--- src/rtl/enemy_anim_sequencer.sv ---
// Per-enemy animation sequencer: stand/walk/one-shot attack FSM driving registered sprite-sheet coordinates.
// Optional hit-stun behaviour (HURT state, blinking) is compiled in with `define HIT_STUN_EN.
module enemy_anim_sequencer #(
    parameter int FRAMES          = 4,
    parameter int TICKS_PER_FRAME = 8,
    parameter int TILE            = 8,
    parameter int ATK_W           = 8,
    parameter int ATK_OFFSET      = 4,
    parameter int WALK_COL0       = 4,
    parameter int ROW_R           = 5,
    parameter int ROW_L           = 6,
    parameter int ATK_ROW_R       = 72,
    parameter int ATK_ROW_L       = 84,
    parameter int STUN_TICKS      = 16
) (
    input  logic       Clk,
    input  logic       Reset,
    input  logic       frame_tick,
    input  logic [1:0] behavior_req,
    input  logic       isLeft,
    input  logic [7:0] x,
    input  logic [7:0] y,
    input  logic       hit,
    output logic [7:0] NewDrawX,
    output logic [7:0] NewDrawY,
    output logic [6:0] SpriteX,
    output logic [6:0] SpriteY,
    output logic       is_8,
    output logic [2:0] period,
    output logic       attack_done,
    output logic       visible
);

    localparam int TW = (TICKS_PER_FRAME > 1) ? $clog2(TICKS_PER_FRAME) : 1;
    localparam logic [TW-1:0] TICK_LAST   = TW'(TICKS_PER_FRAME - 1);
    localparam logic [2:0]    PERIOD_LAST = 3'(FRAMES - 1);

    localparam logic [6:0] STAND_X     = 7'(TILE * WALK_COL0);
    localparam logic [6:0] TILE_Y_R    = 7'(TILE * ROW_R);
    localparam logic [6:0] TILE_Y_L    = 7'(TILE * ROW_L);
    localparam logic [6:0] ATK_Y_R     = 7'(ATK_ROW_R);
    localparam logic [6:0] ATK_Y_L     = 7'(ATK_ROW_L);
    localparam logic [7:0] ATK_SHIFT_X = 8'(ATK_OFFSET);

    // Any parameter set that would push a sprite coordinate past the 7-bit sheet is rejected here.
    if (FRAMES < 2 || FRAMES > 8) begin : g_bad_frames
        $error("enemy_anim_sequencer: FRAMES must be 2..8");
    end
    if (TICKS_PER_FRAME < 1) begin : g_bad_ticks
        $error("enemy_anim_sequencer: TICKS_PER_FRAME must be >= 1");
    end
    if (STUN_TICKS < 1) begin : g_bad_stun
        $error("enemy_anim_sequencer: STUN_TICKS must be >= 1");
    end
    if (TILE * (WALK_COL0 + FRAMES - 1) > 127) begin : g_bad_walk_x
        $error("enemy_anim_sequencer: walk sprite X exceeds 127");
    end
    if (TILE * ROW_R > 127 || TILE * ROW_L > 127) begin : g_bad_tile_y
        $error("enemy_anim_sequencer: tile sprite Y exceeds 127");
    end
    if (ATK_W * (FRAMES - 1) > 127) begin : g_bad_atk_x
        $error("enemy_anim_sequencer: attack sprite X exceeds 127");
    end
    if (ATK_ROW_R > 127 || ATK_ROW_L > 127) begin : g_bad_atk_y
        $error("enemy_anim_sequencer: attack sprite Y exceeds 127");
    end

`ifdef HIT_STUN_EN
    typedef enum logic [1:0] {ST_STAND, ST_WALK, ST_ATTACK, ST_HURT} state_t;
    localparam int SW = $clog2(STUN_TICKS + 1);
    logic [SW-1:0] stun, stun_n;
`else
    typedef enum logic [1:0] {ST_STAND, ST_WALK, ST_ATTACK} state_t;
    logic unused_hit;
    assign unused_hit = hit;
`endif

    state_t        state, state_n, req_state;
    logic [2:0]    period_q, period_n;
    logic [TW-1:0] tick, tick_n;
    logic          dir_latch, dir_n;
    logic          done_n;
    logic          vis, vis_n;
    logic          wrap;

    logic [7:0]    draw_x_n;
    logic [6:0]    sprite_x_n, sprite_y_n;
    logic          is8_n;
    logic          d_n;

    always_comb begin
        case (behavior_req)
            2'd1:    req_state = ST_WALK;
            2'd2:    req_state = ST_ATTACK;
            default: req_state = ST_STAND;
        endcase
    end

    assign wrap = frame_tick && (tick == TICK_LAST);

    always_comb begin
        state_n  = state;
        period_n = period_q;
        tick_n   = tick;
        dir_n    = dir_latch;
        done_n   = 1'b0;
        vis_n    = vis;
`ifdef HIT_STUN_EN
        stun_n   = stun;
`endif
        case (state)
            ST_STAND, ST_WALK: begin
                if (req_state != state) begin
                    state_n  = req_state;
                    period_n = 3'd0;
                    tick_n   = '0;
                    if (req_state == ST_ATTACK) dir_n = isLeft;
                end else if (wrap) begin
                    tick_n = '0;
                    if (state == ST_WALK)
                        period_n = (period_q == PERIOD_LAST) ? 3'd0 : period_q + 3'd1;
                    else
                        period_n = 3'd0;
                end else if (frame_tick) begin
                    tick_n = tick + TW'(1);
                end
            end
            // The attack ignores behavior_req until its last frame wraps.
            ST_ATTACK: begin
                if (wrap) begin
                    tick_n = '0;
                    if (period_q == PERIOD_LAST) begin
                        done_n   = 1'b1;
                        period_n = 3'd0;
                        state_n  = req_state;
                        if (req_state == ST_ATTACK) dir_n = isLeft;
                    end else begin
                        period_n = period_q + 3'd1;
                    end
                end else if (frame_tick) begin
                    tick_n = tick + TW'(1);
                end
            end
`ifdef HIT_STUN_EN
            ST_HURT: begin
                if (frame_tick) begin
                    if (stun <= SW'(1)) begin
                        stun_n   = '0;
                        vis_n    = 1'b1;
                        state_n  = req_state;
                        period_n = 3'd0;
                        tick_n   = '0;
                        if (req_state == ST_ATTACK) dir_n = isLeft;
                    end else begin
                        stun_n = stun - SW'(1);
                        vis_n  = ~vis;
                    end
                end
            end
`endif
            default: begin
                state_n  = ST_STAND;
                period_n = 3'd0;
                tick_n   = '0;
            end
        endcase
`ifdef HIT_STUN_EN
        // A hit pre-empts everything, including a running attack, and restarts the stun window.
        if (hit) begin
            state_n  = ST_HURT;
            period_n = 3'd0;
            tick_n   = '0;
            stun_n   = SW'(STUN_TICKS);
            done_n   = 1'b0;
        end
`endif
    end

    // Outputs are built from the next-state values so a sampled input shows up after one Clk.
    always_comb begin
        d_n        = (state_n == ST_ATTACK) ? dir_n : isLeft;
        sprite_x_n = STAND_X;
        sprite_y_n = d_n ? TILE_Y_L : TILE_Y_R;
        is8_n      = 1'b1;
        draw_x_n   = x;
        case (state_n)
            ST_WALK: begin
                sprite_x_n = 7'(TILE * (WALK_COL0 + int'(period_n)));
            end
            ST_ATTACK: begin
                sprite_x_n = 7'(ATK_W * int'(period_n));
                sprite_y_n = d_n ? ATK_Y_L : ATK_Y_R;
                is8_n      = 1'b0;
                if (d_n) draw_x_n = x - ATK_SHIFT_X;
            end
            default: begin
                sprite_x_n = STAND_X;
            end
        endcase
    end

    always_ff @(posedge Clk) begin
        if (Reset) begin
            state       <= ST_STAND;
            period_q    <= 3'd0;
            tick        <= '0;
            dir_latch   <= 1'b0;
            vis         <= 1'b1;
            attack_done <= 1'b0;
            NewDrawX    <= 8'd0;
            NewDrawY    <= 8'd0;
            SpriteX     <= STAND_X;
            SpriteY     <= TILE_Y_R;
            is_8        <= 1'b1;
        end else begin
            state       <= state_n;
            period_q    <= period_n;
            tick        <= tick_n;
            dir_latch   <= dir_n;
            vis         <= vis_n;
            attack_done <= done_n;
            NewDrawX    <= draw_x_n;
            NewDrawY    <= y;
            SpriteX     <= sprite_x_n;
            SpriteY     <= sprite_y_n;
            is_8        <= is8_n;
        end
    end

`ifdef HIT_STUN_EN
    always_ff @(posedge Clk) begin
        if (Reset) stun <= '0;
        else       stun <= stun_n;
    end
`endif

    assign period  = period_q;
    assign visible = vis;

endmodule

--- config.mk ---
export PLATFORM = sky130hd
export DESIGN_NAME = enemy_anim_sequencer
export DESIGN_NICKNAME = d
export VERILOG_FILES = /design/src/rtl/enemy_anim_sequencer.sv
export SDC_FILE = /design/constraint.sdc
export NUM_CORES = 1
export LEC_CHECK = 0
export BUFFER_PORTS_ARGS = -buffer_cell sky130_fd_sc_hd__buf_4
export CAP_MARGIN = 5
export CORE_ASPECT_RATIO = 1.75
export CORE_UTILIZATION = 30
export CTS_BUF_LIST = sky130_fd_sc_hd__clkbuf_16
export DETAILED_ROUTE_END_ITERATION = 10
export PLACE_DENSITY = 0.62
export SETUP_SLACK_MARGIN = 0.5
export SYNTH_ARGS = -nofsm -noshare
export SYNTH_HDL_FRONTEND = slang
export SYNTH_SLANG_ARGS = --single-unit
--- constraint.sdc ---
create_clock -name Clk -period 2.4 [get_ports Clk]
set_clock_uncertainty 0.1 [all_clocks]
set_input_delay 0.36 -clock Clk [delete_from_list [all_inputs] [get_ports Clk]]
set_output_delay 0.36 -clock Clk [all_outputs]
set_load 0.02 [all_outputs]
==> impl_metrics.env <==
export IMPL_grtUsageTotal_pct=12.4
export IMPL_drc=0
export IMPL_period_share_pct=86.6
export IMPL_crit_fanout=7
export IMPL_drive_above_1_share_pct=46.2
export IMPL_placed_cell_area_mm2=0.00200
export IMPL_cp_end_kind="register"
export IMPL_post_route_cell_area_mm2=0.00232
export IMPL_cts_hold_buf=0
export IMPL_r2r_slack_ps=320
export IMPL_wl_per_cell_um=11.8
export IMPL_clockBufferDepth=2
export IMPL_r2r_end="NewDrawX[5]"
export IMPL_crit_type="reg2reg"
export IMPL_start_util_pct=31.3
export IMPL_numCtsBuffers=5
export IMPL_insertion_delay_ps=270
export IMPL_hpwlAfterDp_mm=2.24
export IMPL_synth_xor_area_share_pct=1.12
export IMPL_synth_cells=160
export IMPL_antenna_cells=0
export IMPL_grt_overflow_total=0
export IMPL_synth_cell_area_mm2=0.00156
export IMPL_synth_simple_area_share_pct=22.6
export IMPL_io_buffers=51
export IMPL_r2r_start="tick[0]"
export IMPL_ys_warn_count=0
export IMPL_max_freq_mhz=481
export IMPL_yosysTopAreaCellShare_pct=45.0
export IMPL_fp_dieW_um=56.5
export IMPL_rows=34
export IMPL_outcome="finished clean"
export IMPL_cts_clk_slew_worst_paths_ps=50
export IMPL_r2r_cells=11
export IMPL_synth_top_family_by_area="simple AND/OR/NAND/NOR gates"
export IMPL_fin_util_pct=46.6
export IMPL_critPathRequiredTime_ps=2460
export IMPL_die_height_um=97.3
export IMPL_grt_pass1_wl_mm=5.35
export IMPL_hold_class="in2reg"
export IMPL_synth_avg_cell_area_um2=9.74
export IMPL_coreArea_mm2=0.00498
export IMPL_worstSetupStartpointType="register"
export IMPL_drt_wl_total_mm=3.26
export IMPL_synth_fa_ha_area_share_pct=4.82
export IMPL_synth_top_cell_by_area="dfxtp_1"
export IMPL_synth_edf_count=0
export IMPL_synth_compound_area_share_pct=12.9
export IMPL_die_area_mm2=0.00550
export IMPL_synthDistinctLibCells=46
export IMPL_gp_congestion=0.763
export IMPL_fin_nets=251
export IMPL_rsz0062_at_grt="true"
export IMPL_min_delay_path_depth=2
export IMPL_arrival_ps=2140
export IMPL_maxCapViolCount=0
export IMPL_firstDrtPassIters=4
export IMPL_clock_sinks=35
export IMPL_leakagePower_uw=0.00103
export IMPL_layoutNonFillerInstCount=277
export IMPL_synthToLayoutAreaGrowth_pct=48.8
export IMPL_ios=59
export IMPL_cts_tree="done"
export IMPL_slew_viol_final=0
export IMPL_cts_root_buffer="clkbuf_16"
export IMPL_ir_drop_v=0.000596
export IMPL_async_reset_ff_share_pct=0
export IMPL_finalSetupViolCount=0
export IMPL_synth_ff_type="dfxtp_1"
export IMPL_cts_htree_levels=2
export IMPL_grt_max_degree=35
export IMPL_place_inst=256
export IMPL_viasPerCell=4.77
export IMPL_drt_iter0_drc=19
export IMPL_grt_pass1_vias=1226
export IMPL_synth_mux_area_fraction_pct=5.78
export IMPL_drtAntennaViolNets=0
export IMPL_worstHoldStart="x[1]"
export IMPL_setup_tns_ps=0
export IMPL_hold_path_endpoint="NewDrawX[1]"
export IMPL_whs_ps=197
export IMPL_ys_seq_area_share_pct=45.0
export IMPL_synth_area_leaders="dfxtp_1, nor2b_1, ha_1"
export IMPL_hold_viol=0
export IMPL_p_per_area_mw_per_mm2=630
export IMPL_post_route_min_period_ps=2080
export IMPL_via_count=1320
export IMPL_antenna_found_initial=0
export IMPL_synth_seq_cells=35
[power breakdown]
group	switching, uW	internal, uW	total, uW	leakage, uW
clock network	222	373	595	0.0000701
logic	119	125	244	0.000673
registers	12.2	608	620	0.000290
total	354	1110	1460	0.00103
[routing by layer]
layer | share of wire (%) | track usage, %
met3 | 5.4 | 3.20
met5 | 0 | 0
met2 | 54 | 22.7
met1 | 39 | 12.1
met4 | 2.2 | 6.75
[cell usage after synthesis (2+ instances only)]
| cell type | n |
|---|---|
| dfxtp_1 | 35 |
| nor2b_1 | 17 |
| nor2_1 | 15 |
| buf_4 | 7 |
| inv_1 | 7 |
| a21oi_1 | 6 |
| ha_1 | 6 |
| nand2_1 | 5 |
| nor3_1 | 5 |
| clkbuf_1 | 4 |
| mux2_1 | 4 |
| o21ai_0 | 4 |
| mux2i_1 | 3 |
| nand3_1 | 3 |
| a31oi_1 | 2 |
| and4bb_2 | 2 |
| buf_2 | 2 |
| conb_1 | 2 |
| nand2b_1 | 2 |
| o21ai_1 | 2 |
| o21bai_1 | 2 |
[state kept, by name, indices dropped and copies added (netlist names)]
| name | cells |
|---|---|
| tick | 3 |
| dir_latch | 1 |
| SpriteX | 4 |
| attack_done | 1 |
| state | 2 |
| SpriteY | 5 |
| NewDrawY | 8 |
| NewDrawX | 8 |
| period | 3 |
[metrics by stage]
| stage | setup slack [ps] | total power (uW) |
|---|---|---|
| 6_report | 322 | 1460 |
| 5_1_grt | 184 | 1520 |
| 4_1_cts | 263 | 1460 |
| 3_5_place_dp | 195 | 837 |
| 3_3_place_gp | 217 | 834 |
| 2_1_floorplan | 222 | 770 |
[worst max-delay path by stage]
stage,startpoint,depth (start not counted),to
2_1_floorplan,tick[0],10,NewDrawX[2]
3_3_place_gp,tick[0],10,NewDrawX[6]
3_5_place_dp,tick[0],10,NewDrawX[6]
4_1_cts,tick[0],10,NewDrawX[6]
5_1_grt,tick[0],11,NewDrawX[5]
6_report,tick[0],11,NewDrawX[5]
[worst max-delay path: stages, from the launching register on]
cell and delay [ps]:
dfxtp_2 330, ha_4 160, ha_4 150, nand4b_1 110, nand2_1 60, a22o_1 220, inv_2 70, ha_4 170
buf_4 120, nand2_2 40, a21oi_2 140, mux2_4 300
[final cells by class]
class	instances	area (um2)
multi-input cells	108	887
well taps	54	67.6
clock buffers	5	125
inverters	7	26.3
fillers	476	2660
clock inverters	3	11.3
flip-flops and latches	35	706
repair buffers	65	495
[cell usage in the layout, fill, tap and decap left out, types with 2 or more instances in the layout]
cell type,Yosys,routed
buf_4,7,63
dfxtp_1,35,31
nor2b_1,17,15
nor2_1,15,14
inv_1,7,6
conb_1,2,6
nor3_1,5,5
clkbuf_16,0,5
nand2_1,5,4
mux2_4,1,4
ha_4,0,4
dfxtp_2,0,4
o21ai_0,4,3
mux2i_1,3,3
a21oi_2,0,3
a21oi_1,6,3
nand2b_1,2,2
inv_2,0,2
o21ai_1,2,2
a31oi_1,2,2
nand3_1,3,2
and4bb_2,2,2
o21bai_1,2,2
ha_1,6,2
clkinv_1,0,2
buf_6,1,2
[cells by family (layout without fill, tap and decap cells)]
group	count (synthesis)	count (layout)
simple gates	60	60
flops	35	35
compound gates	26	26
buf+inv	21	80
mux	8	8
fa+ha+maj	6	6
other cells	2	6
xor+xnor	2	2
[repair_timing]
action / in CTS / in global routing
endpoints found under the setup margin: 9 / 14
gates resized for setup: 9 / 11
pin swaps: 5 / 2
buffers inserted: 10 / 3
(Power assumes the default switching activity.)
